**config.mk**
```make
export PLATFORM = sky130hd
export DESIGN_NAME = coin_input_conditioner
export DESIGN_NICKNAME = d
export VERILOG_FILES = /design/src/rtl/coin_input_conditioner_pkg.sv /design/src/rtl/coin_debounce.sv /design/src/rtl/coin_input_conditioner.sv
export SDC_FILE = /design/constraint.sdc
export NUM_CORES = 1
export LEC_CHECK = 0
export BUFFER_PORTS_ARGS = -buffer_cell sky130_fd_sc_hd__clkbuf_2
export CAP_MARGIN = 0
export CORE_UTILIZATION = 48
export CTS_CLUSTER_DIAMETER = 150
export DETAILED_ROUTE_END_ITERATION = 10
export PLACE_DENSITY = 0.64
export SLEW_MARGIN = 25
export SYNTH_ARGS = -nofsm -noshare
export SYNTH_HDL_FRONTEND = slang
export SYNTH_HIERARCHICAL = 1
export SYNTH_SLANG_ARGS = --single-unit
```
**constraint.sdc**
```tcl
create_clock -name i_clk -period 3.9 [get_ports i_clk]
set_input_delay 0.78 -clock i_clk [delete_from_list [all_inputs] [get_ports i_clk]]
set_output_delay 0.78 -clock i_clk [all_outputs]
set_load 0.005 [all_outputs]
```
**src/rtl/coin_input_conditioner_pkg.sv**
```systemverilog
// Shared definitions for the coin path: coin codes seen by the vending FSM
// and the state encoding of the acceptance FSM.
package coin_input_conditioner_pkg;

  localparam logic [1:0] COIN_NONE  = 2'b00;
  localparam logic [1:0] COIN_SMALL = 2'b10;
  localparam logic [1:0] COIN_LARGE = 2'b11;

  typedef enum logic {
    ST_IDLE = 1'b0,
    ST_GAP  = 1'b1
  } cic_state_t;

  // Map a single accepted channel to its coin code.
  function automatic logic [1:0] coin_code(input logic i_is_large);
    return i_is_large ? COIN_LARGE : COIN_SMALL;
  endfunction

endpackage

```
**src/rtl/coin_debounce.sv**
```systemverilog
// One sensor channel: 2-flop synchronizer, debounce, rising-edge event and
// stuck-high (jam) detection.
module coin_debounce #(
  parameter int DEBOUNCE_CYCLES = 16,
  parameter int JAM_CYCLES      = 1024
) (
  input  logic i_clk,
  input  logic i_rst,
  input  logic i_raw,
  output logic o_event,
  output logic o_jam_ch,
  output logic o_level
);

  localparam int DBW  = $clog2(DEBOUNCE_CYCLES + 1);
  localparam int JMW  = $clog2(JAM_CYCLES + 1);
  localparam logic [DBW-1:0] DB_LAST = DBW'(DEBOUNCE_CYCLES - 1);
  localparam logic [JMW-1:0] JM_MAX  = JMW'(JAM_CYCLES);

  logic           r_sync1, r_sync2;
  logic           r_level, r_level_d;
  logic [DBW-1:0] r_db_cnt;
  logic [JMW-1:0] r_jam_cnt;
  logic           r_jam;

  // Bring the asynchronous sensor into the clock domain.
  always_ff @(posedge i_clk) begin
    if (i_rst) begin
      r_sync1 <= 1'b0;
      r_sync2 <= 1'b0;
    end else begin
      r_sync1 <= i_raw;
      r_sync2 <= r_sync1;
    end
  end

  // Level only moves after DEBOUNCE_CYCLES consecutive differing samples.
  always_ff @(posedge i_clk) begin
    if (i_rst) begin
      r_db_cnt  <= '0;
      r_level   <= 1'b0;
      r_level_d <= 1'b0;
    end else begin
      r_level_d <= r_level;
      if (r_sync2 == r_level) begin
        r_db_cnt <= '0;
      end else if (r_db_cnt == DB_LAST) begin
        r_level  <= r_sync2;
        r_db_cnt <= '0;
      end else begin
        r_db_cnt <= r_db_cnt + 1'b1;
      end
    end
  end

  // Count time spent high; saturate and flag jam once the limit is reached.
  always_ff @(posedge i_clk) begin
    if (i_rst) begin
      r_jam_cnt <= '0;
      r_jam     <= 1'b0;
    end else begin
      if (!r_level)
        r_jam_cnt <= '0;
      else if (r_jam_cnt != JM_MAX)
        r_jam_cnt <= r_jam_cnt + 1'b1;
      r_jam <= r_level && (r_jam_cnt == JM_MAX);
    end
  end

  assign o_event  = r_level & ~r_level_d;
  assign o_jam_ch = r_jam;
  assign o_level  = r_level;

endmodule

```
**src/rtl/coin_input_conditioner.sv**
```systemverilog
// Conditions the two coin sensors into single-cycle coin codes, enforcing a
// minimum gap between coins and flagging rejected coins and jammed sensors.
module coin_input_conditioner
  import coin_input_conditioner_pkg::*;
#(
  parameter int DEBOUNCE_CYCLES = 16,
  parameter int MIN_GAP         = 8,
  parameter int JAM_CYCLES      = 1024
) (
  input  logic       i_clk,
  input  logic       i_rst,
  input  logic       i_sns_small_raw,
  input  logic       i_sns_large_raw,
  input  logic       i_accept_en,
  output logic [1:0] o_coin,
  output logic       o_reject,
  output logic       o_jam
);

  localparam int GPW = $clog2(MIN_GAP + 1);
  localparam logic [GPW-1:0] GAP_LAST = GPW'(MIN_GAP - 1);

  logic w_ev_small_raw, w_jam_small, w_lvl_small;
  logic w_ev_large_raw, w_jam_large, w_lvl_large;
  logic w_ev_small, w_ev_large, w_any_ev;

  coin_debounce #(.DEBOUNCE_CYCLES(DEBOUNCE_CYCLES), .JAM_CYCLES(JAM_CYCLES)) u_small (
    .i_clk    (i_clk),
    .i_rst    (i_rst),
    .i_raw    (i_sns_small_raw),
    .o_event  (w_ev_small_raw),
    .o_jam_ch (w_jam_small),
    .o_level  (w_lvl_small)
  );

  coin_debounce #(.DEBOUNCE_CYCLES(DEBOUNCE_CYCLES), .JAM_CYCLES(JAM_CYCLES)) u_large (
    .i_clk    (i_clk),
    .i_rst    (i_rst),
    .i_raw    (i_sns_large_raw),
    .o_event  (w_ev_large_raw),
    .o_jam_ch (w_jam_large),
    .o_level  (w_lvl_large)
  );

  // A jammed channel is silenced entirely: no coin and no reject from it.
  assign w_ev_small = w_ev_small_raw & w_lvl_small & ~w_jam_small;
  assign w_ev_large = w_ev_large_raw & w_lvl_large & ~w_jam_large;
  assign w_any_ev   = w_ev_small | w_ev_large;

  cic_state_t     r_state, w_state_nxt;
  logic [GPW-1:0] r_gap_cnt, w_gap_nxt;
  logic [1:0]     r_coin, w_coin_nxt;
  logic           r_reject, w_reject_nxt;

  // State, gap counter and output registers.
  always_ff @(posedge i_clk) begin
    if (i_rst) begin
      r_state   <= ST_IDLE;
      r_gap_cnt <= '0;
      r_coin    <= COIN_NONE;
      r_reject  <= 1'b0;
    end else begin
      r_state   <= w_state_nxt;
      r_gap_cnt <= w_gap_nxt;
      r_coin    <= w_coin_nxt;
      r_reject  <= w_reject_nxt;
    end
  end

  // Arbitration and gap timing; coin and reject are mutually exclusive.
  always_comb begin
    w_state_nxt  = r_state;
    w_gap_nxt    = r_gap_cnt;
    w_coin_nxt   = COIN_NONE;
    w_reject_nxt = 1'b0;
    unique case (r_state)
      ST_IDLE: begin
        if (w_ev_small && w_ev_large) begin
          w_reject_nxt = 1'b1;
        end else if (w_any_ev && !i_accept_en) begin
          w_reject_nxt = 1'b1;
        end else if (w_any_ev) begin
          w_coin_nxt  = coin_code(w_ev_large);
          w_state_nxt = ST_GAP;
          w_gap_nxt   = '0;
        end
      end
      ST_GAP: begin
        if (w_any_ev)
          w_reject_nxt = 1'b1;
        if (r_gap_cnt == GAP_LAST) begin
          w_state_nxt = ST_IDLE;
          w_gap_nxt   = '0;
        end else begin
          w_gap_nxt = r_gap_cnt + 1'b1;
        end
      end
      default: begin
        w_state_nxt = ST_IDLE;
        w_gap_nxt   = '0;
      end
    endcase
  end

  assign o_coin   = r_coin;
  assign o_reject = r_reject;
  assign o_jam    = w_jam_small | w_jam_large;

endmodule
```
==> impl_summary.log, run 1 <==
INFO  metric synth-edff-count = 0
INFO  metric timing.max_slew.rel_slack = 0.726
INFO  metric timing.hold.worst.class = flip-flop to flip-flop
INFO  metric cts_setup_buffers = 0
INFO  metric final-setup-viol-count = 0
INFO  metric share_comb_of_total_power = 0.012
INFO  metric net-switching-power = about 180 uW
INFO  metric share_of_synthesized_cell_area_in_and_or_nand_and_nor_gates = 0.266
INFO  metric ir_worst_vdd = between 150 and 200 uV
INFO  metric synth_top_family_by_area = simple AND/OR/NAND/NOR gates
INFO  metric port-buffer-count = 8
INFO  metric design.portCount = 9
INFO  metric crit_type = flip-flop to flip-flop
INFO  metric layout.cells.most_common_list = 50 x dfxtp_1, 17 x a21oi_1, 17 x nor2_1, 16 x inv_1
INFO  metric synthDistinctLibCells = 43
INFO  metric totalWireLength = 3480 um
INFO  metric fmax = between 500 and 600 MHz
INFO  metric ys_warn_count = 6
INFO  metric pin_count_of_the_biggest_net_entering_global_routing = 22
INFO  metric final-max-slew-violation-count = 0
INFO  metric synthesis.area_per_instance = 9.42 um2
INFO  metric p_sw_frac = 0.215
INFO  metric cts.hold.buffers_added = 0
INFO  metric detail_route.first_pass.iterations = 4
INFO  metric place.gp.congestion = 0.746
INFO  metric cellInternalPower = 643 uW
INFO  metric synth.net_count = between 200 and 250
INFO  metric clk-insertion-delay-late = 0.30 ns
INFO  metric worst-slew-pin-transition = around 0.4 ns
INFO  metric setup-tns-final = 0 ns
INFO  metric met3WireLength = just under 80 um
INFO  metric worst_clock_skew = between 0.004 and 0.005 ns
INFO  metric dr_wl_met2 = 1510 um
INFO  metric synth-async-reset-ratio = 0
INFO  metric vias_in_the_first_global_route = 1466
INFO  metric initial_standard_cell_utilization_of_the_core = 0.502
INFO  metric cts_buffers = 5
INFO  metric vias = 1621
INFO  metric placedInstanceArea = 2260 um2
INFO  metric clk_transition_reported_paths = 0.09 ns
INFO  metric seq_area_frac_synth = 0.458
INFO  metric drcViolationCount = 0
INFO  metric layout.nets = 254
INFO  metric hold_viol_final = 0
INFO  metric critical_path.startpoint_type = flip-flop
INFO  metric maxCapViolations = 0
INFO  metric clock_power_share = 0.361
INFO  metric clock-root-buffer = clkbuf_8
INFO  metric dp.final_hpwl = 2530 um
INFO  metric met1_length = approximately 1800 um
INFO  metric cellLeakagePower = 0.870 nW
INFO  metric route.detailed.wl_per_inst = 11.9 um
INFO  metric antenna-diode-count = 0
INFO  metric worst-endpoint-required = ~4.1 ns
INFO  metric ctsResizeCount = 0
INFO  metric period_share = 0.473
INFO  metric compound_cell_area_share_of_the_yosys_netlist = 0.126
INFO  metric rsz_0062_raised_after_global_routing = no
INFO  metric timing.final.crit_period = between 1.5 and 2 ns
INFO  metric grt_overflow_total = 0
INFO  metric drt_iter0_drc = 43
INFO  metric dr.max_layer_used = met4
INFO  metric count_of_standard_cell_rows = 24
INFO  metric cts.path.max_buffers = 2
INFO  metric critPathMaxFanout = 7
INFO  metric cts-htree-levels = 2
INFO  metric grt_pass1_wl = slightly above 6000 um
INFO  metric post_synth_xor_area_fraction = 0.0441
INFO  metric clock_sink_count = 50
INFO  metric layout_commonest_cell = dfxtp_1
INFO  metric antenna_left = 0
INFO  metric final_design_area_no_fill = between 2000 and 2500 um2
INFO  metric crit_arrival = 2.08 ns
INFO  metric synth_top_flop_cell = dfxtp_1
INFO  metric synth.mux.area_fraction = 0.00916
INFO  metric die_y = approximately 69 um
INFO  metric sequentialPowerShare = 0.627
INFO  metric pwr_density_cell = 349 nW/um2
INFO  metric core_area = roughly 4400 um2
INFO  metric layout-area-overhead-vs-synth = 7.56%
INFO  metric syn-instance-count = 232
INFO  metric design.die.area = 4830 um2
INFO  metric die_extent_in_x = 69.5 um
INFO  metric groute.usage.overall = 0.158
INFO  metric number_of_antenna_violations_at_the_first_check_in_global_routing = 0
INFO  metric worstSetupEndpointType = flip-flop
INFO  metric synth_seq_cells = 50
INFO  metric cts_tree = done
INFO  metric avgViaCountPerCell = around 5.5
INFO  metric post_route_cells_drive_above_1_share = 0.108
INFO  metric mapped_cell_area = roughly 2200 um2
INFO  metric run_status = finished, final reports clean
INFO  metric synth_fa_ha_area_frac = 0.0561
INFO  metric ff_to_ff_setup_slack = between 2 and 2.5 ns
## cells by family after synthesis
group                    after synthesis
adder cells (fa/ha/maj)               10
buffers and inverters                 23
AND/OR/NAND/NOR                       93
XOR/XNOR                              11
multiplexers                           2
flip-flops                            50
AO/OA/AOI/OAI                         43
## layer usage
| metal | vias to the layer above | GRT usage |
|---|---|---|
| li1 | 846 | - |
| met1 | 746 | 0.203 |
| met2 | 20 | 0.243 |
| met3 | 9 | 0.0320 |
| met4 | 0 | 0.0975 |
| met5 | - | 0 |
## area by class of cell
type / count / area, um2
clock inverters: 3 / 21.3
well taps: 52 / 65.1
inverters: 16 / 60.1
clock buffers: 5 / 68.8
repair buffers: 8 / 40.0
multi-input cells: 159 / 1090
fillers: 410 / 2000
flip-flops and latches: 50 / 1000
## sequential cells by signal, summed over array words and instances, names as in the netlist, 2 cells and up
name and flops:
u_small/r_db_cnt 5, o_coin 2, u_large/r_jam_cnt 11, r_gap_cnt 4, u_large/r_db_cnt 5, u_small/r_jam_cnt 11
## power by group through the flow
stage	logic, mW	registers [mW]	clock network (mW)
finish	0.00999	0.514	0.296
global route	0.0115	0.514	0.323
CTS	0.0103	0.514	0.309
detailed placement	0.0102	0.526	0
global placement	0.0102	0.526	0
floorplan	0.00591	0.526	0
## per-stage QoR
stage          hold WS, ns  utilization  setup WS, ns  std cells  total power, mW
2_1_floorplan        0.414            -          2.19        232            0.531
3_3_place_gp         0.422        0.519          1.99        285            0.536
3_5_place_dp         0.432        0.519          1.94        285            0.536
4_1_cts              0.454        0.540          2.04        293            0.833
5_1_grt              0.473        0.540          1.94        293            0.849
6_report             0.450        0.540          2.05        293            0.820
## worst paths after layout
check                                           from              endpoint  cells after the start
worst max-delay path            u_large/r_jam_cnt[0]  u_large/r_jam_cnt[1]                      5
worst min-delay path                 u_large/r_sync1       u_large/r_sync2                      1
worst max register to register  u_large/r_jam_cnt[0]  u_large/r_jam_cnt[1]                      5
worst min register to register       u_large/r_sync1       u_large/r_sync2                      1
## synth_stat cells, types with 4 or more instances
library cell  instances  area share
o21ai_0               8       0.018
ha_1                  9       0.052
dfxtp_1              50        0.46
xnor2_1               6       0.024
nand4_1               6       0.017
or3_1                 8       0.023
or3b_1                4       0.016
nand3_1               9       0.021
clkbuf_1              4      0.0069
or4_1                 6       0.021
nor2b_1               6       0.017
inv_1                16       0.027
nand2b_1              8       0.023
nand2_1               5      0.0086
nor4_1                6       0.017
xor2_1                5       0.020
nor2_1               17       0.029
o31ai_1               6       0.021
a21oi_1              17       0.039
## critical path: stages (launching register included)
cell	delay [ns]
dfxtp_1	0.37
inv_1	0.07
ha_1	0.13
or4b_1	0.56
or4_1	0.51
a21oi_1	0.13
Power figures use the tool's default switching activity.
==> inputs of run 2 (changes only) <==
- clock period: 3.9 -> 1.82 ns (I/O delays scaled with it)
==> run 2 against run 1 <==
Compared with the run above: combinational power grew 130%; critical endpoint unchanged; critical path depth is the same; count of clock-buffer cells in the layout is the same; setup slack lost 2.0 ns; largest power group unchanged; routed wire length grew 3.9%.
==> impl_summary.log, run 2 (synthesized netlist as in run 1, its figures left out) <==
INFO  metric final-setup-viol-count = 0
INFO  metric preCtsSetupSlack = 0.0299 ns
INFO  metric cts-htree-levels = 2
INFO  metric groute.usage.overall = 0.170
INFO  metric drcViolationCount = 0
INFO  metric sequentialPowerShare = 0.584
INFO  metric worst_clock_skew = 0.00656 ns
INFO  metric timing.final.crit_period = roughly 1.7 ns
INFO  metric pwr_density_cell = 768 nW/um2
INFO  metric share_comb_of_total_power = 0.012
INFO  metric worst-slew-pin-transition = 0.386 ns
INFO  metric run_status = finished, final reports clean
INFO  metric grt_pass1_wl = 6610 um
INFO  metric crit_chain = inv_1, ha_1, or4b_4, or4_1, a21oi_1
INFO  metric route.detailed.wl_per_inst = roughly 12 um
INFO  metric cts.hold.buffers_added = 0
INFO  metric clk-insertion-delay-late = 0.30 ns
INFO  metric ir_worst_vdd = 401 uV
INFO  metric final-max-slew-violation-count = 0
INFO  metric initial_standard_cell_utilization_of_the_core = 0.502
INFO  metric timing.max_slew.rel_slack = 0.740
INFO  metric dp.final_hpwl = about 2500 um
INFO  metric setup-tns-final = 0 ns
INFO  metric post-route-util = 0.564
INFO  metric critical_register_to_register_path_endpoint = u_large/r_jam_cnt[1]
INFO  metric count_of_standard_cell_rows = 24
INFO  metric crit_path_top_delay_cell = or4b_4
INFO  metric maxCapViolations = 0
INFO  metric timing.critical_path.max_delay_family = simple AND/OR/NAND/NOR gates
INFO  metric clock-root-buffer = clkbuf_8
INFO  metric layout_commonest_cell = dfxtp_1
INFO  metric final-instance-count-excl-fill = 303
INFO  metric timing.critical_path.slowest_cell_delay = 0.51 ns
INFO  metric count_of_placed_standard_cells_including_taps = 295
INFO  metric clk_transition_reported_paths = 0.09 ns
INFO  metric cts.path.max_buffers = 2
INFO  metric hold_critical_path_endpoint = u_large/r_sync1
INFO  metric vias = 1630
INFO  metric p_sw_frac = 0.196
INFO  metric placedInstanceArea = 2340 um2
INFO  metric timing.hold.worst.class = input port to flip-flop
INFO  metric layout.cells.most_common_list = 49 x dfxtp_1, 17 x a21oi_1, 17 x nor2_1, 16 x inv_1, 10 x buf_4
INFO  metric detail_route.first_pass.iterations = 4
INFO  metric cellLeakagePower = 0.933 nW
INFO  metric number_of_antenna_violations_at_the_first_check_in_global_routing = 0
INFO  metric rsz_0062_raised_after_global_routing = no
INFO  metric crit_arrival = 1.95 ns
INFO  metric drt_iter0_drc = between 70 and 80
INFO  metric ff_to_ff_setup_slack = 0.1 ns
INFO  metric timing.critical_path.buf_inv = 1
INFO  metric reg_top3 = u_large/r_jam_cnt (11), u_small/r_jam_cnt (11)
INFO  metric design_power_total = 1.88 mW
INFO  metric clock_sink_count = 50
INFO  metric crit_type = flip-flop to flip-flop
INFO  metric clock_power_share = 0.404
INFO  metric final_design_area_no_fill = around 2500 um2
INFO  metric setup_ws = between 0.09 and 0.1 ns
INFO  metric fmax = 581 MHz
INFO  metric hold_viol_final = 0
INFO  metric antenna-diode-count = 0
INFO  metric min_path_cells = 2
INFO  metric grt_overflow_total = 0
INFO  metric design.portCount = 9
INFO  metric critPathMaxFanout = 7
INFO  metric fin_hold_ws = ~0.27 ns
INFO  metric layout-area-overhead-vs-synth = 12.2%
INFO  metric pin_count_of_the_biggest_net_entering_global_routing = 16
INFO  metric design.die.area = 4830 um2
INFO  metric place.gp.congestion = slightly above 0.8
INFO  metric fill_cells = 397
INFO  metric totalWireLength = 3620 um
INFO  metric cts_tree = done
INFO  metric period_share = 0.946
INFO  metric reg2reg_depth = 5
INFO  metric layout.nets = about 260
INFO  metric timing.hold.worst.start = i_sns_large_raw
INFO  metric vias_in_the_first_global_route = 1493
INFO  metric port-buffer-count = 8
INFO  metric core_area = around 4400 um2
INFO  metric worst-endpoint-required = 2.05 ns
INFO  metric net-switching-power = ~370 uW
INFO  metric cts_buffers = 5
INFO  metric cellInternalPower = 1.51 mW
INFO  metric post_route_cells_drive_above_1_share = 0.155
INFO  metric die_extent_in_x = 69.5 um
INFO  metric avgViaCountPerCell = 5.38
INFO  metric worstSetupEndpointType = flip-flop
INFO  metric antenna_left = 0
INFO  metric die_y = around 69 um
INFO  metric critical_path.startpoint_type = flip-flop
INFO  metric critical_path.reg2reg.startpoint = u_large/r_jam_cnt[1]
run 2: changes by cell type in the layout (fill, tap and decap cells not counted):
cell        delta
dfxtp_2        +1
or4b_4         +2
dfxtp_1        -1
clkinv_4       -1
bufinv_16      +1
or4b_1         -2
clkinvlp_4     -1
clkinv_2       +1
buf_4         +10
run 2: worst max path at each step:
stage,startpoint,endpoint,slack [ns],cells after the start
CTS,u_large/r_jam_cnt[1],u_large/r_jam_cnt[1],0.003,5
global route,u_large/r_jam_cnt[1],u_large/r_jam_cnt[1],0.008,5
detailed placement,u_large/r_jam_cnt[1],u_large/r_jam_cnt[1],0.03,5
floorplan,u_large/r_jam_cnt[0],u_large/r_jam_cnt[1],0.11,6
global placement,u_small/r_jam_cnt[1],u_small/r_jam_cnt[1],0.07,5
finish,u_large/r_jam_cnt[1],u_large/r_jam_cnt[1],0.1,5
run 2: power groups by stage:
stage,clock network [mW],registers (mW),logic [mW]
2_1_floorplan,0,1.13,0.0127
3_3_place_gp,0,1.13,0.0230
3_5_place_dp,0,1.13,0.0228
4_1_cts,0.785,1.10,0.0231
5_1_grt,0.836,1.10,0.0258
6_report,0.760,1.10,0.0226
run 2: final cells by class:
cell class / instances / area (um2) / share of cell area
timing repair buffer: 18 / 115 / 0.0469
multi-input combinational: 159 / 1100 / 0.449
sequential: 50 / 1000 / 0.408
tap: 52 / 65.1 / 0.0265
clock buffer: 5 / 68.8 / 0.0280
inverter: 16 / 60.1 / 0.0245
clock inverter: 3 / 40.0 / 0.0163
run 2: layer usage:
layer	GRT usage	wire length (um)	up-vias
li1	-	-	868
met1	0.222	1820	727
met2	0.264	1590	29
met3	0.0436	141	6
met4	0.0748	63	0
met5	0	0	-
run 2: what timing repair did:
action,in CTS,in global routing
setup buffers,0,0
gates resized for setup,0,3
setup endpoints to repair,0,7
==> inputs of run 3 (changes only) <==
- PLACE_DENSITY: 0.64 -> default
- PLACE_DENSITY_LB_ADDON: default -> 0.3
- SLEW_MARGIN: 25 -> default
- clock period: 1.82 -> 1.45 ns (I/O delays scaled with it)
==> run 3 against run 2 <==
Compared with the run above: the flow now finishes with violations (setup timing); register-to-register slack lost 0.41 ns; via count grew 9.8%; setup slack lost 0.41 ns; critical path type unchanged; critical endpoint unchanged; largest power group unchanged; highest routed layer unchanged.
==> impl_summary.log, run 3 (synthesized netlist as in run 1, its figures left out) <==
INFO  metric run_status = finished, violations left
INFO  metric violations = setup timing
INFO  metric avgViaCountPerCell = 5.34
INFO  metric fmax = 567 MHz
INFO  metric timing.hold.worst.start = i_sns_small_raw
INFO  metric drt_iter0_drc = 62
INFO  metric route.detailed.wl_per_inst = 13.6 um
INFO  metric rsz_0062_raised_after_global_routing = yes
INFO  metric worstSetupStartpoint = u_large/r_jam_cnt[0]
INFO  metric post_route_cells_drive_above_1_share = 0.403
INFO  metric worst_clock_skew = 0.00607 ns
INFO  metric timing.critical_path.slowest_cell_delay = 0.50 ns
INFO  metric cts-htree-levels = 2
INFO  metric port-buffer-count = 8
INFO  metric groute.usage.overall = 0.183
INFO  metric worstSetupEndpointType = flip-flop
INFO  metric totalWireLength = 4560 um
INFO  metric ir_worst_vdd = between 400 and 500 uV
INFO  metric pwr_density_cell = roughly 780 nW/um2
INFO  metric crit_path_top_delay_cell = or4b_4
INFO  metric placedInstanceArea = around 2500 um2
INFO  metric design.die.area = 4830 um2
INFO  metric maxCapViolations = 0
INFO  metric place.gp.congestion = between 0.8 and 0.9
INFO  metric layout.cells.most_common_list = 42 x dfxtp_1, 37 x buf_4, 12 x a21oi_1, 12 x inv_1, 11 x nor2_1
INFO  metric antenna_left = 0
INFO  metric timing.max_slew.rel_slack = 0.667
INFO  metric timing.final.crit_period = roughly 1.8 ns
INFO  metric initial_standard_cell_utilization_of_the_core = 0.502
INFO  metric clock-root-buffer = clkbuf_8
INFO  metric timing.critical_path.max_delay_family = simple AND/OR/NAND/NOR gates
INFO  metric die_extent_in_x = roughly 69 um
INFO  metric final-max-slew-violation-count = 0
INFO  metric fill_cells = 317
INFO  metric timing.hold.worst.class = input port to flip-flop
INFO  metric cts.path.max_buffers = 2
INFO  metric grt_overflow_total = 0
INFO  metric grt_pass1_wl = 7130 um
INFO  metric critPathMaxFanout = 4
INFO  metric vias_in_the_first_global_route = 1679
INFO  metric preCtsSetupSlack = -0.308 ns
INFO  metric final_design_area_no_fill = 2940 um2
INFO  metric crit_arrival = about 2.0 ns
INFO  metric crit_chain = inv_2, ha_4, or4b_4, buf_6, o31ai_1, a21oi_2
INFO  metric core_area = 4350 um2
INFO  metric hold_viol_final = 0
INFO  metric timing.critical_path.buf_inv = 2
INFO  metric number_of_antenna_violations_at_the_first_check_in_global_routing = 0
INFO  metric worst-slew-pin-transition = 0.500 ns
INFO  metric final-setup-viol-count = 14
INFO  metric pin_count_of_the_biggest_net_entering_global_routing = 17
INFO  metric antenna-diode-count = 0
INFO  metric critical_path.reg2reg.startpoint = u_large/r_jam_cnt[0]
INFO  metric period_share = 1.22
INFO  metric die_y = 69.5 um
INFO  metric layout-area-overhead-vs-synth = 34.6%
INFO  metric clock_sink_count = 50
INFO  metric clk_transition_reported_paths = 0.09 ns
INFO  metric dp.final_hpwl = 2800 um
INFO  metric detail_route.first_pass.iterations = 4
INFO  metric drcViolationCount = 0
INFO  metric reg_top3 = u_large/r_jam_cnt (11), u_small/r_jam_cnt (11)
INFO  metric worst-endpoint-required = between 1.5 and 2 ns
INFO  metric count_of_standard_cell_rows = 24
INFO  metric cellLeakagePower = roughly 1.1 nW
INFO  metric cts.hold.buffers_added = 0
INFO  metric cts_buffers = 5
INFO  metric layout.nets = 296
INFO  metric vias = around 1800
INFO  metric cts_tree = done
INFO  metric clk-insertion-delay-late = roughly 0.30 ns
INFO  metric setup_ws = -0.314 ns
INFO  metric design.portCount = 9
INFO  metric critical_path.startpoint_type = flip-flop
INFO  metric crit_type = flip-flop to flip-flop
INFO  metric layout_commonest_cell = dfxtp_1
run 3: stage by stage:
stage	utilization	std cells	total power, mW	TNS (ns)	hold slack [ns]
CTS	0.629	330	2.31	-1.80	0.182
global route	0.676	335	2.36	-3.63	0.183
finish	0.676	335	2.28	-3.13	0.190
detailed placement	0.584	319	1.45	-2.65	0.427
floorplan	-	232	1.43	-1.64	0.362
global placement	0.584	319	1.45	-1.90	0.421
run 3: worst reg2reg max path: stages, from the launching register on:
cell     delay (ns)
dfxtp_2        0.34
inv_2          0.09
ha_4           0.13
or4b_4         0.50
buf_6          0.15
o31ai_1        0.34
a21oi_2        0.09
run 3: power by group:
group / switching (mW) / leakage [nW] / internal [mW]
logic: 0.0170 / 0.648 / 0.0189
registers: 0.00380 / 0.408 / 1.38
clock network: 0.471 / 0.0478 / 0.393
total: 0.492 / 1.10 / 1.79
run 3: area by class of cell:
cell class              count  area [um2]  share of cell area
multi-input cells         159        1320               0.450
clock buffers               6        82.6              0.0281
well taps                  52        65.1              0.0221
flip-flops and latches     50        1010               0.344
clock inverters             2        16.3             0.00553
inverters                  16        60.1              0.0204
repair buffers             50         383               0.130
run 3: timing repair:
| item | CTS | global route |
|---|---|---|
| setup buffers | 3 | 5 |
| pin swaps | 5 | 13 |
| resized for setup | 22 | 36 |
| setup endpoints to repair | 23 | 26 |
run 3: per-layer routing:
| metal | global-route usage | routed length, um | vias to the layer above | share of wire |
|---|---|---|---|---|
| met2 | 0.321 | 2230 | 22 | 0.49 |
| met3 | 0.0523 | 131 | 12 | 0.029 |
| li1 | - | - | 925 | - |
| met1 | 0.213 | 2060 | 831 | 0.45 |
| met4 | 0.0612 | 131 | 0 | 0.029 |
| met5 | 0 | 0 | - | 0 |
run 3: path summary, 6_finish.rpt:
| check | to | slack, ns | depth (start not counted) |
|---|---|---|---|
| worst min register to register | u_small/r_sync2 | 0.45 | 1 |
| worst max register to register | u_large/r_jam_cnt[1] | -0.31 | 6 |
| worst min-delay path | u_small/r_sync1 | 0.19 | 2 |
| worst max-delay path | u_large/r_jam_cnt[1] | -0.31 | 6 |
